===== src/rtl/bus_device_port_pkg.sv =====
// bus_port_pkg
// Shared constants, types and helpers for the bus_device_port endpoint.
//   ADDR_W        width of the destination address carried in a packet
//   BCAST_DEFAULT broadcast destination that every device accepts
//   PKT_MAX_W     widest packet dest_of() can take apart
//   drop_cnt_t    saturating dropped-packet counter type
//   dest_of()     returns the ADDR_W bits ending at bit 'msb' of a packet
package bus_port_pkg;

  localparam int unsigned ADDR_W        = 8;
  localparam logic [ADDR_W-1:0] BCAST_DEFAULT = 8'hFF;
  localparam int unsigned PKT_MAX_W     = 64;

  typedef logic [7:0] drop_cnt_t;

  // Packets narrower than PKT_MAX_W are zero-extended by the caller, so
  // the destination is addressed by its top bit rather than by the width.
  function automatic logic [ADDR_W-1:0] dest_of(input logic [PKT_MAX_W-1:0] pkt,
                                                input logic [5:0]           msb);
    return pkt[msb -: ADDR_W];
  endfunction

endpackage


===== src/rtl/bus_device_port_if.sv =====
// bus_device_port_if
// Bus-side signals between the bs_gnrtr_n_rbtr driver and one endpoint.
//   pndng   endpoint has a packet for the bus
//   pop     bus takes the TX head
//   D_pop   TX head word (first-word fall-through)
//   push    bus delivers a packet
//   D_push  delivered packet
// master = bus driver side, slave = endpoint side.
interface bus_device_port_if #(parameter int unsigned width = 16);

  logic             pndng;
  logic             pop;
  logic [width-1:0] D_pop;
  logic             push;
  logic [width-1:0] D_push;

  modport master (input pndng, D_pop, output pop, push, D_push);
  modport slave  (output pndng, D_pop, input pop, push, D_push);

endinterface


===== src/rtl/bus_device_port_fifo.sv =====
// sync_fwft_fifo
// Single-clock circular-buffer FIFO with the head word shown directly from
// the storage array (first-word fall-through).
//   clk, reset  clock, synchronous active-high reset (clears storage too,
//               so the head reads 0 after reset)
//   wr, wdata   write request and data; ignored when full unless a read
//               happens in the same cycle
//   rd          read request; advances the head on the next edge
//   rdata       current head word
//   empty/full  occupancy flags, derived from the registered count
//   underflow   single-cycle pulse when rd is asserted while empty
module sync_fwft_fifo #(
  parameter int unsigned width = 16,
  parameter int unsigned DEPTH = 8
) (
  input  logic             clk,
  input  logic             reset,
  input  logic             wr,
  input  logic [width-1:0] wdata,
  input  logic             rd,
  output logic [width-1:0] rdata,
  output logic             empty,
  output logic             full,
  output logic             underflow
);

  localparam int unsigned AW = $clog2(DEPTH);

  logic [width-1:0] mem [DEPTH];
  logic [AW-1:0]    rd_ptr;
  logic [AW-1:0]    wr_ptr;
  logic [AW:0]      count;
  logic             do_rd;
  logic             do_wr;

  assign empty     = (count == '0);
  assign full      = (count == (AW+1)'(DEPTH));
  assign rdata     = mem[rd_ptr];
  assign underflow = rd && empty;

  // A read only frees a slot when there is something to read, so an empty
  // FIFO never passes a same-cycle write straight through.
  assign do_rd = rd && !empty;
  assign do_wr = wr && (!full || do_rd);

  // Pointers wrap naturally because DEPTH is a power of two.
  always_ff @(posedge clk) begin
    if (reset) begin
      for (int i = 0; i < int'(DEPTH); i++) mem[i] <= '0;
      rd_ptr <= '0;
      wr_ptr <= '0;
      count  <= '0;
    end else begin
      if (do_wr) begin
        mem[wr_ptr] <= wdata;
        wr_ptr      <= wr_ptr + 1'b1;
      end
      if (do_rd) rd_ptr <= rd_ptr + 1'b1;
      count <= count + {{AW{1'b0}}, do_wr} - {{AW{1'b0}}, do_rd};
    end
  end

endmodule


===== src/rtl/bus_device_port.sv =====
// bus_device_port
// Per-slot endpoint for the bs_gnrtr_n_rbtr bus driver.
//   clk, reset     clock, synchronous active-high reset
//   bus            bus-side interface (slave): pndng/pop/D_pop for TX,
//                  push/D_push for RX
//   tx_wr/tx_data  host writes into the TX FIFO; tx_full when no room
//   rx_rd/rx_data  host drains the RX FIFO (FWFT); rx_valid, rx_full
//   err_ovf        sticky: accepted packet dropped because RX was full
//   err_misroute   sticky: packet addressed to another device
//   err_underflow  sticky: pop or rx_rd while the FIFO was empty
//   drop_cnt       dropped RX packets, saturating at 255
//   clr_err        clears the sticky flags and drop_cnt on the next edge
// width must be 16..64; ID must fit in ADDR_W bits.
module bus_device_port
  import bus_port_pkg::*;
#(
  parameter int unsigned       width = 16,
  parameter int unsigned       DEPTH = 8,
  parameter int unsigned       ID    = 0,
  parameter logic [ADDR_W-1:0] BCAST = BCAST_DEFAULT
) (
  input  logic                 clk,
  input  logic                 reset,
  bus_device_port_if.slave     bus,
  input  logic                 tx_wr,
  input  logic [width-1:0]     tx_data,
  output logic                 tx_full,
  input  logic                 rx_rd,
  output logic [width-1:0]     rx_data,
  output logic                 rx_valid,
  output logic                 rx_full,
  output logic                 err_ovf,
  output logic                 err_misroute,
  output logic                 err_underflow,
  output drop_cnt_t            drop_cnt,
  input  logic                 clr_err
);

  localparam logic [ADDR_W-1:0] MY_ADDR = ADDR_W'(ID);

  logic              tx_empty;
  logic              tx_uf;
  logic              rx_empty;
  logic              rx_uf;
  logic [ADDR_W-1:0] dest;
  logic              dest_ok;
  logic              rx_wr;
  logic              misroute_evt;
  logic              ovf_evt;
  logic              drop_evt;
  logic              underflow_evt;

  sync_fwft_fifo #(.width(width), .DEPTH(DEPTH)) u_tx_fifo (
    .clk       (clk),
    .reset     (reset),
    .wr        (tx_wr),
    .wdata     (tx_data),
    .rd        (bus.pop),
    .rdata     (bus.D_pop),
    .empty     (tx_empty),
    .full      (tx_full),
    .underflow (tx_uf)
  );

  sync_fwft_fifo #(.width(width), .DEPTH(DEPTH)) u_rx_fifo (
    .clk       (clk),
    .reset     (reset),
    .wr        (rx_wr),
    .wdata     (bus.D_push),
    .rd        (rx_rd),
    .rdata     (rx_data),
    .empty     (rx_empty),
    .full      (rx_full),
    .underflow (rx_uf)
  );

  assign bus.pndng = !tx_empty;
  assign rx_valid  = !rx_empty;

  // A foreign destination is classed as a misroute even if RX is also
  // full, so a packet is only ever counted once.
  assign dest          = dest_of(PKT_MAX_W'(bus.D_push), 6'(width - 1));
  assign dest_ok       = (dest == MY_ADDR) || (dest == BCAST);
  assign rx_wr         = bus.push && dest_ok;
  assign misroute_evt  = bus.push && !dest_ok;
  assign ovf_evt       = rx_wr && rx_full && !rx_rd;
  assign drop_evt      = misroute_evt || ovf_evt;
  assign underflow_evt = tx_uf || rx_uf;

  // A same-cycle error event beats clr_err, so nothing is lost by clearing.
  always_ff @(posedge clk) begin
    if (reset) begin
      err_ovf       <= 1'b0;
      err_misroute  <= 1'b0;
      err_underflow <= 1'b0;
      drop_cnt      <= '0;
    end else begin
      err_ovf       <= ovf_evt       || (err_ovf       && !clr_err);
      err_misroute  <= misroute_evt  || (err_misroute  && !clr_err);
      err_underflow <= underflow_evt || (err_underflow && !clr_err);
      if (clr_err)
        drop_cnt <= drop_evt ? drop_cnt_t'(1) : '0;
      else if (drop_evt && (drop_cnt != 8'hFF))
        drop_cnt <= drop_cnt + 8'd1;
    end
  end

endmodule


===== src/flat_wrapper.sv =====
// flat-port wrapper written by rule: the top's interface ports become plain ports
module bus_device_port_flat import bus_port_pkg::*;
#(
  parameter int unsigned       width = 16,
  parameter int unsigned       DEPTH = 8,
  parameter int unsigned       ID    = 0,
  parameter logic [ADDR_W-1:0] BCAST = BCAST_DEFAULT
)
  (clk, reset, tx_wr, tx_data, tx_full, rx_rd, rx_data, rx_valid, rx_full, err_ovf, err_misroute, err_underflow, drop_cnt, clr_err, bus_pndng, bus_D_pop, bus_pop, bus_push, bus_D_push);
  bus_device_port_if #(.width(width)) bus_i ();
  input  logic clk;
  input  logic reset;
  input  logic tx_wr;
  input  logic [width-1:0] tx_data;
  output logic tx_full;
  input  logic rx_rd;
  output logic [width-1:0] rx_data;
  output logic rx_valid;
  output logic rx_full;
  output logic err_ovf;
  output logic err_misroute;
  output logic err_underflow;
  output drop_cnt_t drop_cnt;
  input  logic clr_err;
  output wire logic [$bits(bus_i.pndng)-1:0] bus_pndng;
  output wire logic [$bits(bus_i.D_pop)-1:0] bus_D_pop;
  input wire logic [$bits(bus_i.pop)-1:0] bus_pop;
  input wire logic [$bits(bus_i.push)-1:0] bus_push;
  input wire logic [$bits(bus_i.D_push)-1:0] bus_D_push;
  assign bus_pndng = bus_i.pndng;
  assign bus_D_pop = bus_i.D_pop;
  assign bus_i.pop = bus_pop;
  assign bus_i.push = bus_push;
  assign bus_i.D_push = bus_D_push;
  bus_device_port #(.width(width), .DEPTH(DEPTH), .ID(ID), .BCAST(BCAST)) u_core (.clk(clk), .reset(reset), .bus(bus_i), .tx_wr(tx_wr), .tx_data(tx_data), .tx_full(tx_full), .rx_rd(rx_rd), .rx_data(rx_data), .rx_valid(rx_valid), .rx_full(rx_full), .err_ovf(err_ovf), .err_misroute(err_misroute), .err_underflow(err_underflow), .drop_cnt(drop_cnt), .clr_err(clr_err));
endmodule

===== config.mk =====
export PLATFORM = sky130hd
export DESIGN_NAME = bus_device_port_flat
export DESIGN_NICKNAME = d
export VERILOG_FILES = /design/src/rtl/bus_device_port_pkg.sv /design/src/rtl/bus_device_port_if.sv /design/src/rtl/bus_device_port_fifo.sv /design/src/rtl/bus_device_port.sv /design/src/flat_wrapper.sv
export SDC_FILE = /design/constraint.sdc
export NUM_CORES = 1
export LEC_CHECK = 0
export CELL_PAD_IN_SITES_DETAIL_PLACEMENT = 0
export CELL_PAD_IN_SITES_GLOBAL_PLACEMENT = 2
export CORE_ASPECT_RATIO = 1.5
export CORE_MARGIN = 8
export CORE_UTILIZATION = 43
export CTS_CLUSTER_DIAMETER = 120
export DETAILED_ROUTE_END_ITERATION = 12
export PLACE_DENSITY = 0.76
export SYNTH_ARGS = -nofsm -noshare
export SYNTH_HDL_FRONTEND = slang
export SYNTH_SLANG_ARGS = --single-unit

===== constraint.sdc =====
create_clock -name clk -period 2.8 [get_ports clk]
set_input_delay 0.28 -clock clk [delete_from_list [all_inputs] [get_ports clk]]
set_output_delay 0.28 -clock clk [all_outputs]
set_load 0.1 [all_outputs]

==> impl_metrics.tcl <==
set metrics [dict create \
    status "complete, no violations" \
    finalWeightedCongestion 0.751 \
    pre_cts_slack_ps 113 \
    top_level_ports 86 \
    finalSetupViolCount 0 \
    worst_r2r_startpoint "u_core.u_tx_fifo.count[2]" \
    synth_area_um2 13400 \
    postSynthRegisterBits 293 \
    n_antenna_cell 0 \
    fp.dieH_um 233 \
    most_used_dff_post_synth "sky130_fd_sc_hd__edfxtp_1" \
    fin_crit_ps 2620 \
    pre_repair_dr_iteration_count 4 \
    seq_area_frac_synth 0.627 \
    syn_inst 903 \
    worst-setup-path-type "reg -> out" \
    finalWirelength_mm 30.4 \
    initial_core_utilization 0.434 \
    critical_path.max_fanout 14 \
    min_path_type "in -> reg" \
    chipWidth_um 160 \
    holdPathStages 2 \
    layout-area-overhead-vs-synth_pct 22.2 \
    cp_data_required_time_ps 2520 \
    worst_clock_skew_ps 16.4 \
    synth.net_count 959 \
    power_per_cell_area_nw_per_um2 858 \
    max_clock_freq_mhz 382 \
    worst_r2r_path_depth 8 \
    drc 0 \
    netlist-cell-type-count 54 \
    insertion_delay_ps 570 \
    async_flop_share 0 \
    worstSetupEndpoint "bus_D_pop[13]" \
    synth_warnings 0 \
    detailedPlacementHpwl_mm 19.7 \
    cts_htree_levels 1 \
    drt-initial-drc-count 350 \
    core_area_um2 30900 \
    slew_headroom 0.612 \
    fp-row-count 79 \
    regToRegSetupSlack_ps 400 \
    tritoncts "built" \
    ant_nets 0 \
    port-buffer-count 85 \
    via_count_of_the_first_global_routing_pass 7994 \
    worst_ep_arrival_time_ps 2340 \
    cts_root_buffer "sky130_fd_sc_hd__clkbuf_16" \
    vias 7440 \
    quantity_of_hold_fixing_buffers_added_after_cts 0 \
    worst_setup_hold_path_clk_slew_ps 60 \
    final_nets 1080 \
    vdd_ir_drop_max_mv 0.760 \
    grt_pass1_wl_mm 47.3 \
    aggregate_global_route_resource_usage 0.166 \
    gr-total-overflow 0 \
    post_synthesis_area_per_instance_um2 14.9 \
    grt_start_max_net_pins 33 \
    setup.worst_path.end_class "output port" \
    die_area_um2 37300 \
    worstMarginPinSlew_ps 578 \
    cts_buffers 29 \
    antenna_found_initial 0 \
    drive_gt1_frac 0.252 \
    share_of_the_clock_period_used_by_the_worst_path 0.935 \
    drt-vias-per-instance 5.13 \
    unrepaired_setup_endpoints_after_global_routing "false" \
    timing.max_cap.violations 0 \
    finalMaxSlewViolations 0 \
    synth_edf_count 256 \
    r2r_end "u_core.u_tx_fifo.mem[1][11]" \
    postLayoutSetupSlackWorst_ps 182 \
    tns_ps 0 \
    cts_resized 0 \
    post-cts-setup-buffer-count 0 \
    crit_path_start_kind "flip-flop" \
    filler_cell_count 2575 \
    numClockSinks 293 \
    static-leakage-power_nw 6.08 \
    detail_route.wl_per_cell_um 20.9 \
    hold_viol_final 0 \
    clock_path_buffers 3 \
]
## through the flow
| stage | hold WS (ps) | util | cell area [um2] | std cells | total power, mW |
|---|---|---|---|---|---|
| floorplan | 454 | - | 13400 | 903 | 8.74 |
| global placement | 465 | 0.501 | 15500 | 1398 | 10.4 |
| detailed placement | 464 | 0.501 | 15500 | 1398 | 10.5 |
| CTS | 109 | 0.531 | 16400 | 1451 | 14.3 |
| global route | 135 | 0.531 | 16400 | 1451 | 14.7 |
| finish | 117 | 0.531 | 16400 | 1451 | 14.1 |
## power by group
| group | total [mW] | switching [mW] | internal (mW) |
|---|---|---|---|
| Combinational | 5.07 | 3.06 | 2.01 |
| Sequential | 5.21 | 0.158 | 5.05 |
| Clock | 3.81 | 1.63 | 2.18 |
| Total | 14.1 | 4.84 | 9.24 |
## cell type report
class	instances	area (um2)	area share
well taps	405	507	0.0309
repair buffers	141	1750	0.106
flip-flops and latches	293	8430	0.513
clock buffers	41	806	0.0491
multi-input cells	542	4760	0.290
clock inverters	12	113	0.00686
inverters	17	63.8	0.00388
## cells by family after synthesis
logic type,share of synthesized area
mux,0.135
fa+ha+maj,0.0169
compound gates,0.0223
buf+inv,0.0207
flops,0.627
xor+xnor,0.00717
simple gates,0.171
## state kept, by name (all words and copies together), names as in the netlist, named ones only
register and count:
u_core.u_rx_fifo.wr_ptr 3, u_core.u_tx_fifo.count 4, u_core.u_rx_fifo.rd_ptr 3, u_core.u_tx_fifo.rd_ptr 3, u_core.u_tx_fifo.mem 128, u_core.u_rx_fifo.mem 128, u_core.drop_cnt 8, u_core.err_underflow 1
u_core.u_tx_fifo.wr_ptr 3, u_core.err_ovf 1, u_core.err_misroute 1, u_core.u_rx_fifo.count 4
## layout by cell type, fill, tap and decap left out, types with 4 or more instances in the layout
cell,instances
sky130_fd_sc_hd__nand4_1,4
sky130_fd_sc_hd__clkbuf_1,7
sky130_fd_sc_hd__o21ai_1,5
sky130_fd_sc_hd__clkinv_1,4
sky130_fd_sc_hd__ha_1,15
sky130_fd_sc_hd__buf_4,55
sky130_fd_sc_hd__xor2_1,7
sky130_fd_sc_hd__clkbuf_16,29
sky130_fd_sc_hd__o31ai_1,4
sky130_fd_sc_hd__mux2_2,32
sky130_fd_sc_hd__inv_1,17
sky130_fd_sc_hd__xnor2_1,4
sky130_fd_sc_hd__or2_1,5
sky130_fd_sc_hd__a21o_1,5
sky130_fd_sc_hd__nand2_1,24
sky130_fd_sc_hd__or4_1,5
sky130_fd_sc_hd__a31o_1,5
sky130_fd_sc_hd__dfxtp_1,35
sky130_fd_sc_hd__nor2_1,32
sky130_fd_sc_hd__and3_1,4
sky130_fd_sc_hd__nand3_1,6
sky130_fd_sc_hd__clkdlybuf4s50_1,37
sky130_fd_sc_hd__and2_1,259
sky130_fd_sc_hd__or2_2,5
sky130_fd_sc_hd__nor2b_1,7
sky130_fd_sc_hd__edfxtp_1,256
sky130_fd_sc_hd__mux4_2,64
sky130_fd_sc_hd__buf_12,48
sky130_fd_sc_hd__a21oi_1,14
## cells in the mapped netlist (2+ instances only)
library cell | instances | area, um2
sky130_fd_sc_hd__o31ai_1 | 4 | 30.0
sky130_fd_sc_hd__nand4_1 | 4 | 25.0
sky130_fd_sc_hd__o21ai_0 | 2 | 10.0
sky130_fd_sc_hd__nand3_1 | 6 | 30.0
sky130_fd_sc_hd__buf_2 | 6 | 30.0
sky130_fd_sc_hd__nor4_4 | 3 | 63.8
sky130_fd_sc_hd__mux4_2 | 64 | 1440
sky130_fd_sc_hd__and3_1 | 4 | 25.0
sky130_fd_sc_hd__or2_1 | 5 | 31.3
sky130_fd_sc_hd__nor4b_2 | 2 | 30.0
sky130_fd_sc_hd__or3_1 | 2 | 12.5
sky130_fd_sc_hd__xnor2_1 | 4 | 35.0
sky130_fd_sc_hd__fa_1 | 2 | 40.0
sky130_fd_sc_hd__ha_1 | 15 | 188
sky130_fd_sc_hd__dfxtp_1 | 37 | 741
sky130_fd_sc_hd__or2_2 | 5 | 31.3
sky130_fd_sc_hd__a31o_1 | 5 | 43.8
sky130_fd_sc_hd__a21oi_1 | 14 | 70.1
sky130_fd_sc_hd__and2_1 | 259 | 1620
sky130_fd_sc_hd__nand2_1 | 24 | 90.1
sky130_fd_sc_hd__a21o_1 | 5 | 37.5
sky130_fd_sc_hd__xor2_1 | 7 | 61.3
sky130_fd_sc_hd__o21ai_1 | 5 | 25.0
sky130_fd_sc_hd__nor2b_1 | 7 | 43.8
sky130_fd_sc_hd__mux2_2 | 32 | 360
sky130_fd_sc_hd__buf_1 | 11 | 41.3
sky130_fd_sc_hd__edfxtp_1 | 256 | 7690
sky130_fd_sc_hd__nand2b_1 | 3 | 18.8
sky130_fd_sc_hd__nor3_1 | 3 | 15.0
sky130_fd_sc_hd__or4_1 | 5 | 37.5
sky130_fd_sc_hd__nor2_1 | 32 | 120
sky130_fd_sc_hd__buf_4 | 2 | 15.0
sky130_fd_sc_hd__clkbuf_1 | 31 | 116
sky130_fd_sc_hd__inv_1 | 17 | 63.8
## worst min path at each step
stage,from,to,slack [ps]
finish,reset,u_core.u_tx_fifo.count[1],120
global route,reset,u_core.u_tx_fifo.count[1],130
CTS,reset,u_core.u_tx_fifo.count[1],110
detailed placement,u_core.err_underflow,u_core.err_underflow,460
global placement,u_core.err_underflow,u_core.err_underflow,460
floorplan,bus_pop,flip-flop,450
## routing by layer
metal | wire, um | share of wire | global-route usage
met5 | 0 | 0 | 0
met4 | 665 | 0.022 | 0.0545
met3 | 942 | 0.031 | 0.0228
met2 | 17000 | 0.56 | 0.322
met1 | 11700 | 0.39 | 0.183
## worst max-delay path: stages (launching register included)
cell and delay (ps):
sky130_fd_sc_hd__dfxtp_2 510, sky130_fd_sc_hd__buf_12 220, sky130_fd_sc_hd__mux4_2 520, sky130_fd_sc_hd__mux2_2 320
sky130_fd_sc_hd__buf_12 180
Note: power is estimated with default switching activity, not from simulation.
